===== config.mk =====
export PLATFORM = sky130hd
export DESIGN_NAME = rv_plic_gateway
export DESIGN_NICKNAME = d
export VERILOG_FILES = /design/src/rtl/rv_plic_gw_pkg.sv /design/src/rtl/rv_plic_gw_cell.sv /design/src/rtl/rv_plic_gateway.sv
export SDC_FILE = /design/constraint.sdc
export NUM_CORES = 1
export LEC_CHECK = 0
export ABC_AREA = 1
export CORE_UTILIZATION = 25
export DETAILED_ROUTE_END_ITERATION = 12
export PLACE_DENSITY = 0.49
export SYNTH_ARGS = -nofsm -noshare
export SYNTH_HDL_FRONTEND = slang
export SYNTH_SLANG_ARGS = --single-unit

===== constraint.sdc =====
create_clock -name clk_i -period 13.4 [get_ports clk_i]
set_clock_uncertainty 0.2 [all_clocks]
set_input_delay 1.34 -clock clk_i [delete_from_list [all_inputs] [get_ports clk_i]]
set_output_delay 1.34 -clock clk_i [all_outputs]
set_load 0.05 [all_outputs]

===== src/rtl/rv_plic_gw_pkg.sv =====
// Shared types for the PLIC interrupt gateway: per-source state encoding
// and the edge-counter saturation helper.
package rv_plic_gw_pkg;

  typedef enum logic [1:0] {
    GW_IDLE    = 2'd0,
    GW_PENDING = 2'd1,
    GW_ACTIVE  = 2'd2
  } gw_state_e;

  function automatic int unsigned gw_cnt_max(input int unsigned w);
    return (32'd1 << w) - 32'd1;
  endfunction

endpackage


===== src/rtl/rv_plic_gw_cell.sv =====
// One gateway source: input synchroniser, rising-edge detect, saturating
// pending-edge counter and the idle/pending/active claim-complete FSM.
module rv_plic_gw_cell
  import rv_plic_gw_pkg::*;
#(
  parameter int unsigned SYNC_STAGES = 2,
  parameter int unsigned EDGE_CNT_W  = 2
) (
  input  logic clk_i,
  input  logic rst_i,
  input  logic src_i,
  input  logic le_i,
  input  logic claim_i,
  input  logic complete_i,
  output logic ip_o,
  output logic ia_o
);

  localparam logic [EDGE_CNT_W-1:0] CNT_MAX = EDGE_CNT_W'(gw_cnt_max(EDGE_CNT_W));
  localparam logic [EDGE_CNT_W-1:0] CNT_ONE = EDGE_CNT_W'(1);

  logic                  src_s;
  logic                  src_q;
  logic                  rise;
  logic                  consume;
  gw_state_e             state_q, state_d;
  logic [EDGE_CNT_W-1:0] cnt_q, cnt_d;
  logic                  ip_q, ia_q;

  if (SYNC_STAGES == 0) begin : g_nosync
    assign src_s = src_i;
  end else begin : g_sync
    logic [SYNC_STAGES-1:0] sync_q;

    always_ff @(posedge clk_i or posedge rst_i) begin
      if (rst_i) begin
        sync_q <= '0;
      end else begin
        sync_q[0] <= src_i;
        for (int unsigned k = 1; k < SYNC_STAGES; k++) begin
          sync_q[k] <= sync_q[k-1];
        end
      end
    end

    assign src_s = sync_q[SYNC_STAGES-1];
  end

  assign rise = src_s & ~src_q;

  always_comb begin
    state_d = state_q;
    consume = 1'b0;
    case (state_q)
      GW_IDLE: begin
        if (le_i ? (cnt_q != '0) : src_s) begin
          state_d = GW_PENDING;
          consume = le_i;
        end
      end
      // claim has priority over a simultaneous complete while pending
      GW_PENDING: if (claim_i)    state_d = GW_ACTIVE;
      GW_ACTIVE:  if (complete_i) state_d = GW_IDLE;
      default:                    state_d = GW_IDLE;
    endcase
  end

  // A rise arriving in the same cycle as a consume nets out to no change.
  always_comb begin
    cnt_d = cnt_q;
    if (!le_i) begin
      cnt_d = '0;
    end else if (rise && !consume) begin
      if (cnt_q != CNT_MAX) cnt_d = cnt_q + CNT_ONE;
    end else if (!rise && consume) begin
      cnt_d = cnt_q - CNT_ONE;
    end
  end

  always_ff @(posedge clk_i or posedge rst_i) begin
    if (rst_i) begin
      state_q <= GW_IDLE;
      src_q   <= 1'b0;
      cnt_q   <= '0;
      ip_q    <= 1'b0;
      ia_q    <= 1'b0;
    end else begin
      state_q <= state_d;
      src_q   <= src_s;
      cnt_q   <= cnt_d;
      ip_q    <= (state_d == GW_PENDING);
      ia_q    <= (state_d == GW_ACTIVE);
    end
  end

  assign ip_o = ip_q;
  assign ia_o = ia_q;

endmodule


===== src/rtl/rv_plic_gateway.sv =====
// PLIC interrupt gateway: N_SOURCE independent per-source cells producing
// pending (ip_o) and in-service (ia_o) bits for the target arbitration stage.
module rv_plic_gateway #(
  parameter int unsigned N_SOURCE    = 32,
  parameter int unsigned SYNC_STAGES = 2,
  parameter int unsigned EDGE_CNT_W  = 2
) (
  input  logic                clk_i,
  input  logic                rst_i,
  input  logic [N_SOURCE-1:0] src_i,
  input  logic [N_SOURCE-1:0] le_i,
  input  logic [N_SOURCE-1:0] claim_i,
  input  logic [N_SOURCE-1:0] complete_i,
  output logic [N_SOURCE-1:0] ip_o,
  output logic [N_SOURCE-1:0] ia_o
);

  for (genvar i = 0; i < N_SOURCE; i++) begin : g_src
    rv_plic_gw_cell #(
      .SYNC_STAGES (SYNC_STAGES),
      .EDGE_CNT_W  (EDGE_CNT_W)
    ) u_cell (
      .clk_i      (clk_i),
      .rst_i      (rst_i),
      .src_i      (src_i[i]),
      .le_i       (le_i[i]),
      .claim_i    (claim_i[i]),
      .complete_i (complete_i[i]),
      .ip_o       (ip_o[i]),
      .ia_o       (ia_o[i])
    );
  end

endmodule


Word-level counts from Yosys, hierarchy flattened --
Index checks and enable logic that the tools add are counted.
Operators by class: $add $sub $neg 64, equality and inequality tests 224, muxes and demuxes 352, bitwise gates (word level) 64, reductions and logical operators 224
Operators by type and width (number):
- 2-bit two-way mux | 224
- 2-bit one-hot mux with 3 select lines | 32
- 2-bit by 1-bit == test with 1-bit output (second input constant) | 64
- 2-bit == test (second input constant) | 64
- 1-bit two-way mux | 96
- 3-bit by 1-bit != test with 1-bit output (second input constant) | 32
- 3-bit != test (second input constant) | 32
- 2-bit by 1-bit adder with 2-bit output (second input constant) | 32
- 1-bit logical AND | 64
- 1-bit logical NOT | 64
- 2-bit logical NOT | 32
- 2-bit != test (second input constant) | 32
- 2-bit AND reduction | 32
- 2-bit nonzero test | 32
- 2-bit by 1-bit subtractor with 2-bit output (second input constant) | 32
- 1-bit bitwise AND | 32
- 1-bit NOT | 32
Storage, ports and cells: bits in registers 288, bits of input ports 130, output and inout bits 64, logic and storage cells 1120

Longest topological paths before layout --
Gate-level depths: netlist of the first run.
depth in word-level cells 8, gate-level depth with buffers 9, gate-level depth less buffers 9

By module --
From an unflattened synthesis of the first run, not the netlist that was laid out.
Second synthesis, totals: cell total of the unflattened synthesis 1408, area total of the unflattened synthesis 13734.4 um^2
Modules (own cells, without submodules):
- rv_plic_gw_cell at g_src[10].u_cell ... | times used 31, cells an instance 44, area an instance 429.2 um^2, sequential area each 225.2 um^2
- rv_plic_gw_cell at g_src[0].u_cell | times used 1, cells an instance 44, area an instance 430.4 um^2, sequential area each 225.2 um^2

Worst setup path before layout of the first run --
OpenSTA, ideal clock, no wires.
kind input to register, from input port le_i[25], to register g_src[25].u_cell.cnt_q[0], library setup time 0.117 ns, arrival time 1.926 ns, data required time 13.083 ns, slack 11.157 ns, cell stages on the path 7, buffers on the path 0, cell sequence or2_1 > nand3_2 > nand2_1 > nand2_1 > nand2_1 > nand2_1 > nor2_1
On the way: cells in the longest elaborated chain, start to end 7, elaborated cells between the ends (all ways) 11, those cells by class 2 x eq/ne; 5 x mux; 4 x reduce/logical
Ends and longest elaborated chain:
- start: declaration | RTL line rv_plic_gateway.sv:11 | input logic [N_SOURCE-1:0] le_i,
- 1-bit two-way mux (2 in a row) | RTL line rv_plic_gw_cell.sv:56 | if (le_i ? (cnt_q != '0) : src_s) begin
- 1-bit two-way mux | RTL line rv_plic_gw_cell.sv:54 | case (state_q)
- 1-bit logical NOT | RTL line rv_plic_gw_cell.sv:73 | end else if (rise && !consume) begin
- 1-bit logical AND | RTL line rv_plic_gw_cell.sv:73
- 3-bit != test (no source line), or another cell as far along
- 2-bit AND reduction (no source line) or 2-bit two-way mux (tied branches)
- end signal: assignment | RTL line rv_plic_gw_cell.sv:90 | cnt_q <= cnt_d;
- end: declaration | RTL line rv_plic_gw_cell.sv:27 | logic [EDGE_CNT_W-1:0] cnt_q, cnt_d;
Several ways; a longest one is shown, not always the timed one. A chain may end at the register's enable or synchronous reset.

==> summary.md, run 1 <==
| Metric | Value |
|---|---|
| Post-DP HPWL | `18,400 um` |
| Tcrit/Tclk final | `between 20% and 30%` |
| IO Count | `approximately 190` |
| Highest clock rate | `0.276 GHz` |
| Share of layout cells above drive strength 1 | `8.44%` |
| RSZ-0062 raised after global routing | `no` |
| Initial Util | `around 26%` |
| Max Buffers Root-to-Sink | `3` |
| Area share of and/or/nand/nor cells after synthesis | `22.9%` |
| Largest fanout on the critical path | `87` |
| Mapped cell area | `12,600 um2` |
| Gpl congestion | `0.790` |
| Post-CTS Setup Inserts | `0` |
| Worst Path Buf+Inv | `4` |
| Number of global-route vias before repair | `9,402` |
| Via Count | `between 9,000 and 10,000` |
| ANT nets after route | `0` |
| Rows | `81` |
| Final hold violation count | `0` |
| Synth-to-layout area growth | `28.8%` |
| CP arrival | `3.98 ns` |
| # hold bufs at CTS | `0` |
| Nets@finish | `1,701` |
| Adder-Cell Fraction of Synth Area | `0%` |
| Placed Instances | `2,195` |
| Worst slack at placement | `8.91 ns` |
| Total Routed Length | `between 20,000 and 30,000 um` |
| Initial drt markers | `498` |
| First-pass GRT wire length | `43,400 um` |
| Most frequent cells in the layout | `288 x dfrtp_1, 269 x nand2_1, 193 x clkdlybuf4s50_1, 166 x inv_1, 156 x nor2_1` |
| Fin Setup TNS | `0 ns` |
| Drt pass-1 iters | `5` |
| WP data required | `13.76 ns` |
| Root Driver | `clkbuf_16` |
| Min-Delay Path Class | `reg -> reg` |
| Ant diodes | `0` |
| Wire per inst | `11.6 um` |
| CP Capture Type | `asynchronous set/reset pin` |
| Leading area contributor after synthesis | `dfrtp_1` |
| Non-filler instance count after layout | `2,263` |
| Main area contributors after synthesis | `dfrtp_1 57%, nand2_1 8.0%, nand3_1 5.4%, inv_1 5.0%, nor2_1 4.7%` |
| Largest net degree at the start of global routing | `88` |
| CTS Buf Count | `38` |
| CTS resizes | `0` |
| Multiplexer share of the synthesized area | `0%` |
| Vert. Die Dim | `226 um` |
| Delay-heaviest family, CP | `buffers and inverters` |
| Crit Path Category | `in -> async` |
| Synth warn | `0` |
| CP cell instances | `clkdlybuf4s50_1 -> inv_8 -> buf_4 -> buf_4` |
| Via density per instance | `4.21` |
| H-tree depth | `2` |
| Tot Pwr | `3.66 mW` |
| Die area | `51,200 um2` |
| Slew HR | `about 33%` |
| Mapped Cells | `1,399` |
| Syn_area_per_cell | `8.99 um2` |
| Initial antenna violation count | `2` |
| Final Slew Violations | `0` |
| FILL cells | `5,043` |
| Most common cell after layout, fill and taps aside | `dfrtp_1` |
| Register area share after synthesis | `57.3%` |
| Final worst path period need | `around 3.6 ns` |
| Setup ws final | `9.78 ns` |
| Max-cap violations | `0` |
| GRT Overall Usage | `between 10% and 20%` |
| Clock latency on the worst-skew pair | `approximately 0.54 ns` |
| CP dominant cell by count | `buf_4` |
| Largest family of logic cells by synthesized area | `simple AND/OR/NAND/NOR gates` |
| Max IR drop VDD | `0.0000911 V` |
| Status | `completed` |
| Worst setup SP type | `input pin` |
| Total global routing overflow | `0` |
| Lkg Pwr | `7.70 nW` |
| CP max-delay cell | `buf_4` |
| # setup viols final | `0` |
| Synth Area in Compound Gates | `under 10%` |
| I/O Buffers | `approximately 190` |
| Delay of the slowest cell on the worst path | `0.87 ns` |
| Post-Synth XOR/XNOR Area | `0.139%` |
| P per Cell Area | `roughly 230 nW/um2` |
| Clock sink count | `288` |
| Synth top area share | `57.3%` |
| Syn Nets | `about 1,500` |
| DRC Markers | `0` |
| Worst-path clk slew | `0.05 ns` |
| CTS tree | `yes` |
| Chip width | `226 um` |
| Count of cell types in the netlist | `27` |
| Worst slew pin tran | `1.01 ns` |
| Core Area | `49,300 um2` |
| FF+latch count, synth | `between 200 and 300` |
-- per-stage QoR --
| step | util, % | area, um2 | hold slack (ns) |
|---|---|---|---|
| global placement | 30.2 | 14900 | 0.133 |
| finish | 32.9 | 16200 | 0.146 |
| CTS | 32.9 | 16200 | 0.146 |
| global route | 32.9 | 16200 | 0.153 |
| detailed placement | 30.2 | 14900 | 0.135 |
| floorplan | - | 12600 | 0.131 |
-- cell usage after synthesis --
cell type and count:
nand3_1 136, o32ai_1 4, nand4_1 27, o21ai_2 9
or2_1 21, inv_1 167, o21ai_0 42, nand2_2 4
o22ai_1 18, nand2_1 269, nor2_2 3, xnor2_1 2
or2_2 9, o21ai_1 26, nand3_2 11, o211ai_1 1
a31oi_1 5, buf_4 64, inv_2 32, dfrtp_1 288
nor2_1 156, nand3b_1 11, o2111ai_1 1, a21oi_1 25
o31ai_1 64, o211ai_2 2, or2_4 2
-- area by class of cell --
cell class | count | area [um2] | share of cell area (%)
clock buffers | 56 | 1120 | 6.91
flip-flops and latches | 288 | 7210 | 44.5
well taps | 664 | 831 | 5.13
clock inverters | 12 | 193 | 1.19
multi-input cells | 848 | 4150 | 25.6
repair buffers | 196 | 1950 | 12.1
inverters | 199 | 754 | 4.65
-- where the power goes --
group,internal [mW],switching [mW]
clock,0.674,0.379
combinational,0.453,0.842
sequential,1.13,0.174
total,2.26,1.40
-- layer usage --
layer  GRT usage (%)  up-vias  share of wire [%]
li1                -     4880                  -
met3            3.68       59                6.8
met2            17.2      182                 46
met1            12.5     4413                 44
met5               0        -              0.088
met4            3.79        4                2.8
-- registers in the layout, indices dropped and copies added, names as in the netlist --
register,cells
g_src.u_cell.cnt_q,64
g_src.u_cell.g_sync.sync_q,64
g_src.u_cell.state_q,64
g_src.u_cell.ia_o,32
g_src.u_cell.ip_o,32
g_src.u_cell.src_q,32
-- logic make-up after synthesis --
| kind of cell | Yosys count |
|---|---|
| buffers and inverters | 263 |
| XOR/XNOR | 2 |
| AND/OR/NAND/NOR | 649 |
| AO/OA/AOI/OAI | 197 |
| flip-flops | 288 |
-- worst paths after layout --
| path | start | to | slack (ns) | depth (start not counted) |
|---|---|---|---|---|
| max | rst_i | g_src[1].u_cell.cnt_q[0] | 9.78 | 4 |
| max in group clk_i | g_src[6].u_cell.ip_o | ip_o[6] | 10.14 | 1 |
| min | g_src[25].u_cell.g_sync.sync_q[0] | g_src[25].u_cell.g_sync.sync_q[1] | 0.15 | 0 |
| max reg2reg | g_src[28].u_cell.cnt_q[1] | g_src[28].u_cell.cnt_q[1] | 11.91 | 6 |
| min in group asynchronous | rst_i | g_src[21].u_cell.ia_o | 1.07 | 2 |
| min reg2reg | g_src[25].u_cell.g_sync.sync_q[0] | g_src[25].u_cell.g_sync.sync_q[1] | 0.15 | 0 |
(Power assumes the default switching activity.)
==> run 2: changes to the inputs <==
--- a/config.mk
+++ b/config.mk
@@ -8,7 +8,7 @@
 export ABC_AREA = 1
 export CORE_UTILIZATION = 25
 export DETAILED_ROUTE_END_ITERATION = 12
-export PLACE_DENSITY = 0.49
+export PLACE_DENSITY = 0.51
 export SYNTH_ARGS = -nofsm -noshare
 export SYNTH_HDL_FRONTEND = slang
 export SYNTH_SLANG_ARGS = --single-unit
==> constraint.sdc (replaced) <==
create_clock -name clk_i -period 3 [get_ports clk_i]
set_clock_uncertainty 0.2 [all_clocks]
set_input_delay 0.3 -clock clk_i [delete_from_list [all_inputs] [get_ports clk_i]]
set_output_delay 0.3 -clock clk_i [all_outputs]
set_load 0.05 [all_outputs]
==> run 2 against run 1 <==
  * Combinational power grew to 4.5 times the previous value
  * Wire length is 1.6% lower
  * Global-route usage shrank 0.16 points
  * Power rose to 4.4 times the previous value
  * First-iteration DRC count fell by 1.2%
  * Sequential share of layout area decreased by 0.76 points
  * Final area up 1.7%
  * Clock-buffer cell count fell by 2
  * Worst hold slack got worse by 0.12 ns
  * Sequential cell count stayed put
  * Via count increased by 1.3%
  * Worst setup slack got worse by 9.0 ns
  * Highest routed layer unchanged
==> summary.md, run 2 (synthesis results as in run 1) <==
| Metric | Value |
|---|---|
| Area occupied by multi-input gates | `4150 um2 (unchanged)` |
| RSZ-0062 raised after global routing | `no` |
| Core Area | `49,300 um2 (unchanged)` |
| DRC Markers | `0 (unchanged)` |
| Ant diodes | `0 (unchanged)` |
| Vert. Die Dim | `226 um (unchanged)` |
| Post-CTS Setup Inserts | `0 (unchanged)` |
| Chip width | `226 um (unchanged)` |
| Gpl congestion | `0.782 (-0.98%)` |
| Max-cap violations | `0 (unchanged)` |
| Rows | `81 (unchanged)` |
| Max Buffers Root-to-Sink | `3 (unchanged)` |
| FILL cells | `5,026 (-0.34%)` |
| Met3 global-route usage | `2.73% (-0.95 points)` |
| Highest clock rate | `about 0.45 GHz` |
| M2 GR Usage | `16.8% (-0.43 points)` |
| GRT met1 Usage | `12.8% (+0.26 points)` |
| Total global routing overflow | `0 (unchanged)` |
| Final Slew Violations | `0 (unchanged)` |
| CP max-delay cell | `clkdlybuf4s50_1` |
| Worst slew pin tran | `0.639 ns (-0.367 ns)` |
| Final worst path period need | `2.24 ns` |
| Nets@finish | `1,731 (+1.8%)` |
| Via density per instance | `4.22 (+0.11%)` |
| Top flop regs | `g_src.u_cell.cnt_q x64, g_src.u_cell.g_sync.sync_q x64, g_src.u_cell.state_q x64` |
| GR peak layer | `met2` |
| CTS resizes | `0 (unchanged)` |
| CP cell instances | `clkdlybuf4s50_1` |
| Die area | `51,200 um2 (unchanged)` |
| Tcrit/Tclk final | `roughly three quarters` |
| P per Cell Area | `984 nW/um2 (+340%)` |
| ANT nets after route | `0 (unchanged)` |
| CTS Buf Count | `36 (-5.3%)` |
| Placed Instances | `2,207 (+0.55%)` |
| Initial antenna violation count | `1 (-1)` |
| Wire per inst | `11.3 um (-2.7%)` |
| Root Driver | `clkbuf_16` |
| Delay of the slowest cell on the worst path | `0.85 ns (-0.02 ns)` |
| Largest fanout on the critical path | `1 (-99%)` |
| CTS tree | `yes` |
| Initial drt markers | `492 (-1.2%)` |
| Delay-heaviest family, CP | `buffers and inverters` |
| # setup viols final | `0 (unchanged)` |
| Crit. Startpoint | `g_src[28].u_cell.ia_o` |
| Number of global-route vias before repair | `9,257 (-1.5%)` |
| Slew HR | `57.3% (+24 points)` |
| Worst setup SP type | `register` |
| Worst-path clk slew | `0.06 ns (about the same)` |
| Clock sink count | `288 (unchanged)` |
| Via Count | `9,658 (+1.3%)` |
| Min-Delay Path Class | `in -> async` |
| I/O Buffers | `193 (unchanged)` |
| Share of layout cells above drive strength 1 | `8.86% (+0.42 points)` |
| Lkg Pwr | `7.83 nW (+1.6%)` |
| Initial Util | `25.5% (unchanged)` |
| Storage element area | `7210 um2 (unchanged)` |
| First-pass GRT wire length | `43,100 um (-0.78%)` |
| Most common cell after layout, fill and taps aside | `dfrtp_1` |
| Largest net degree at the start of global routing | `66 (-25%)` |
| Fin Setup TNS | `0 ns (unchanged)` |
| WP data required | `2.50 ns (-11.26 ns)` |
| Final hold violation count | `0 (unchanged)` |
| Drt pass-1 iters | `5 (unchanged)` |
| Most frequent cells in the layout | `288 x dfrtp_1, 269 x nand2_1, 193 x clkdlybuf4s50_1, 166 x inv_1, 156 x nor2_1` |
| Max IR drop VDD | `0.000476 V (+420%)` |
| Synth-to-layout area growth | `31.0%` |
| Clock latency on the worst-skew pair | `0.53 ns (about the same)` |
| Worst Path Buf+Inv | `1 (-3)` |
| H-tree depth | `2 (unchanged)` |
| CP arrival | `1.74 ns (-2.24 ns)` |
| Crit Path Category | `reg -> out` |
| GRT Overall Usage | `10.3% (-0.16 points)` |
| Non-filler instance count after layout | `2,289 (+1.1%)` |
| CP Capture Type | `primary output` |
| IO Count | `194 (unchanged)` |
| Critical R2R Launch | `g_src[28].u_cell.cnt_q[0]` |
| Post-DP HPWL | `18,700 um (+1.4%)` |
| Total Routed Length | `25,800 um (-1.6%)` |
| Status | `completed` |
## run 2: cell types whose count changed in the layout (fill, tap and decap cells not counted), sizes merged
cell / previous run / this run
buf: 3 / 15
clkbuf: 56 / 54
clkinv: 6 / 2
clkinvlp: 0 / 1
dlygate4sd3: 0 / 20
inv: 200 / 199
## run 2: path summary, 6_finish.rpt
path / endpoint / slack [ns] / cells after the start
max: ia_o[28] / 0.76 / 1
min: g_src[11].u_cell.cnt_q[1] / 0.02 / 2
max reg2reg: g_src[28].u_cell.cnt_q[1] / 1.51 / 6
min reg2reg: g_src[21].u_cell.g_sync.sync_q[1] / 0.14 / 0
max in group asynchronous: g_src[4].u_cell.ia_o / 1.83 / 3
min in group clk_i: g_src[3].u_cell.g_sync.sync_q[0] / 0.04 / 1
## run 2: metrics by stage
step | utilization (%) | worst slack [ns] | area (um2) | hold WS (ns) | total power, mW
2_1_floorplan | - | -1.32 | 12600 | 0.131 | 10.5
3_3_place_gp | 30.5 | 1.17 | 15000 | 0.132 | 11.6
3_5_place_dp | 30.5 | 1.13 | 15000 | 0.135 | 11.7
4_1_cts | 33.5 | 0.691 | 16500 | 0.000712 | 16.5
5_1_grt | 33.5 | 0.696 | 16500 | 0.0111 | 17.4
6_report | 33.5 | 0.756 | 16500 | 0.0239 | 16.2
## run 2: power breakdown
| part | total [mW] | internal, mW | switching [mW] |
|---|---|---|---|
| clock | 4.59 | 2.95 | 1.64 |
| sequential | 5.83 | 5.06 | 0.778 |
| combinational | 5.81 | 2.06 | 3.75 |
## run 2: cell type report
class | count | share of cell area [%]
flip-flops and latches | 288 | 43.7
multi-input cells | 848 | 25.2
repair buffers | 228 | 13.8
clock buffers | 54 | 6.67
well taps | 664 | 5.04
inverters | 199 | 4.55
clock inverters | 8 | 1.02
## run 2: routing by layer
metal / share of wire, % / vias up
met5: 0.050 / -
met4: 2.6 / 2
met3: 5.5 / 51
met2: 46 / 190
met1: 46 / 4473
li1: - / 4942
## run 2: timing repair
action	CTS	global route
endpoints found under the setup margin	0	0
endpoints found under the hold margin	20	0
hold buffers	20	0
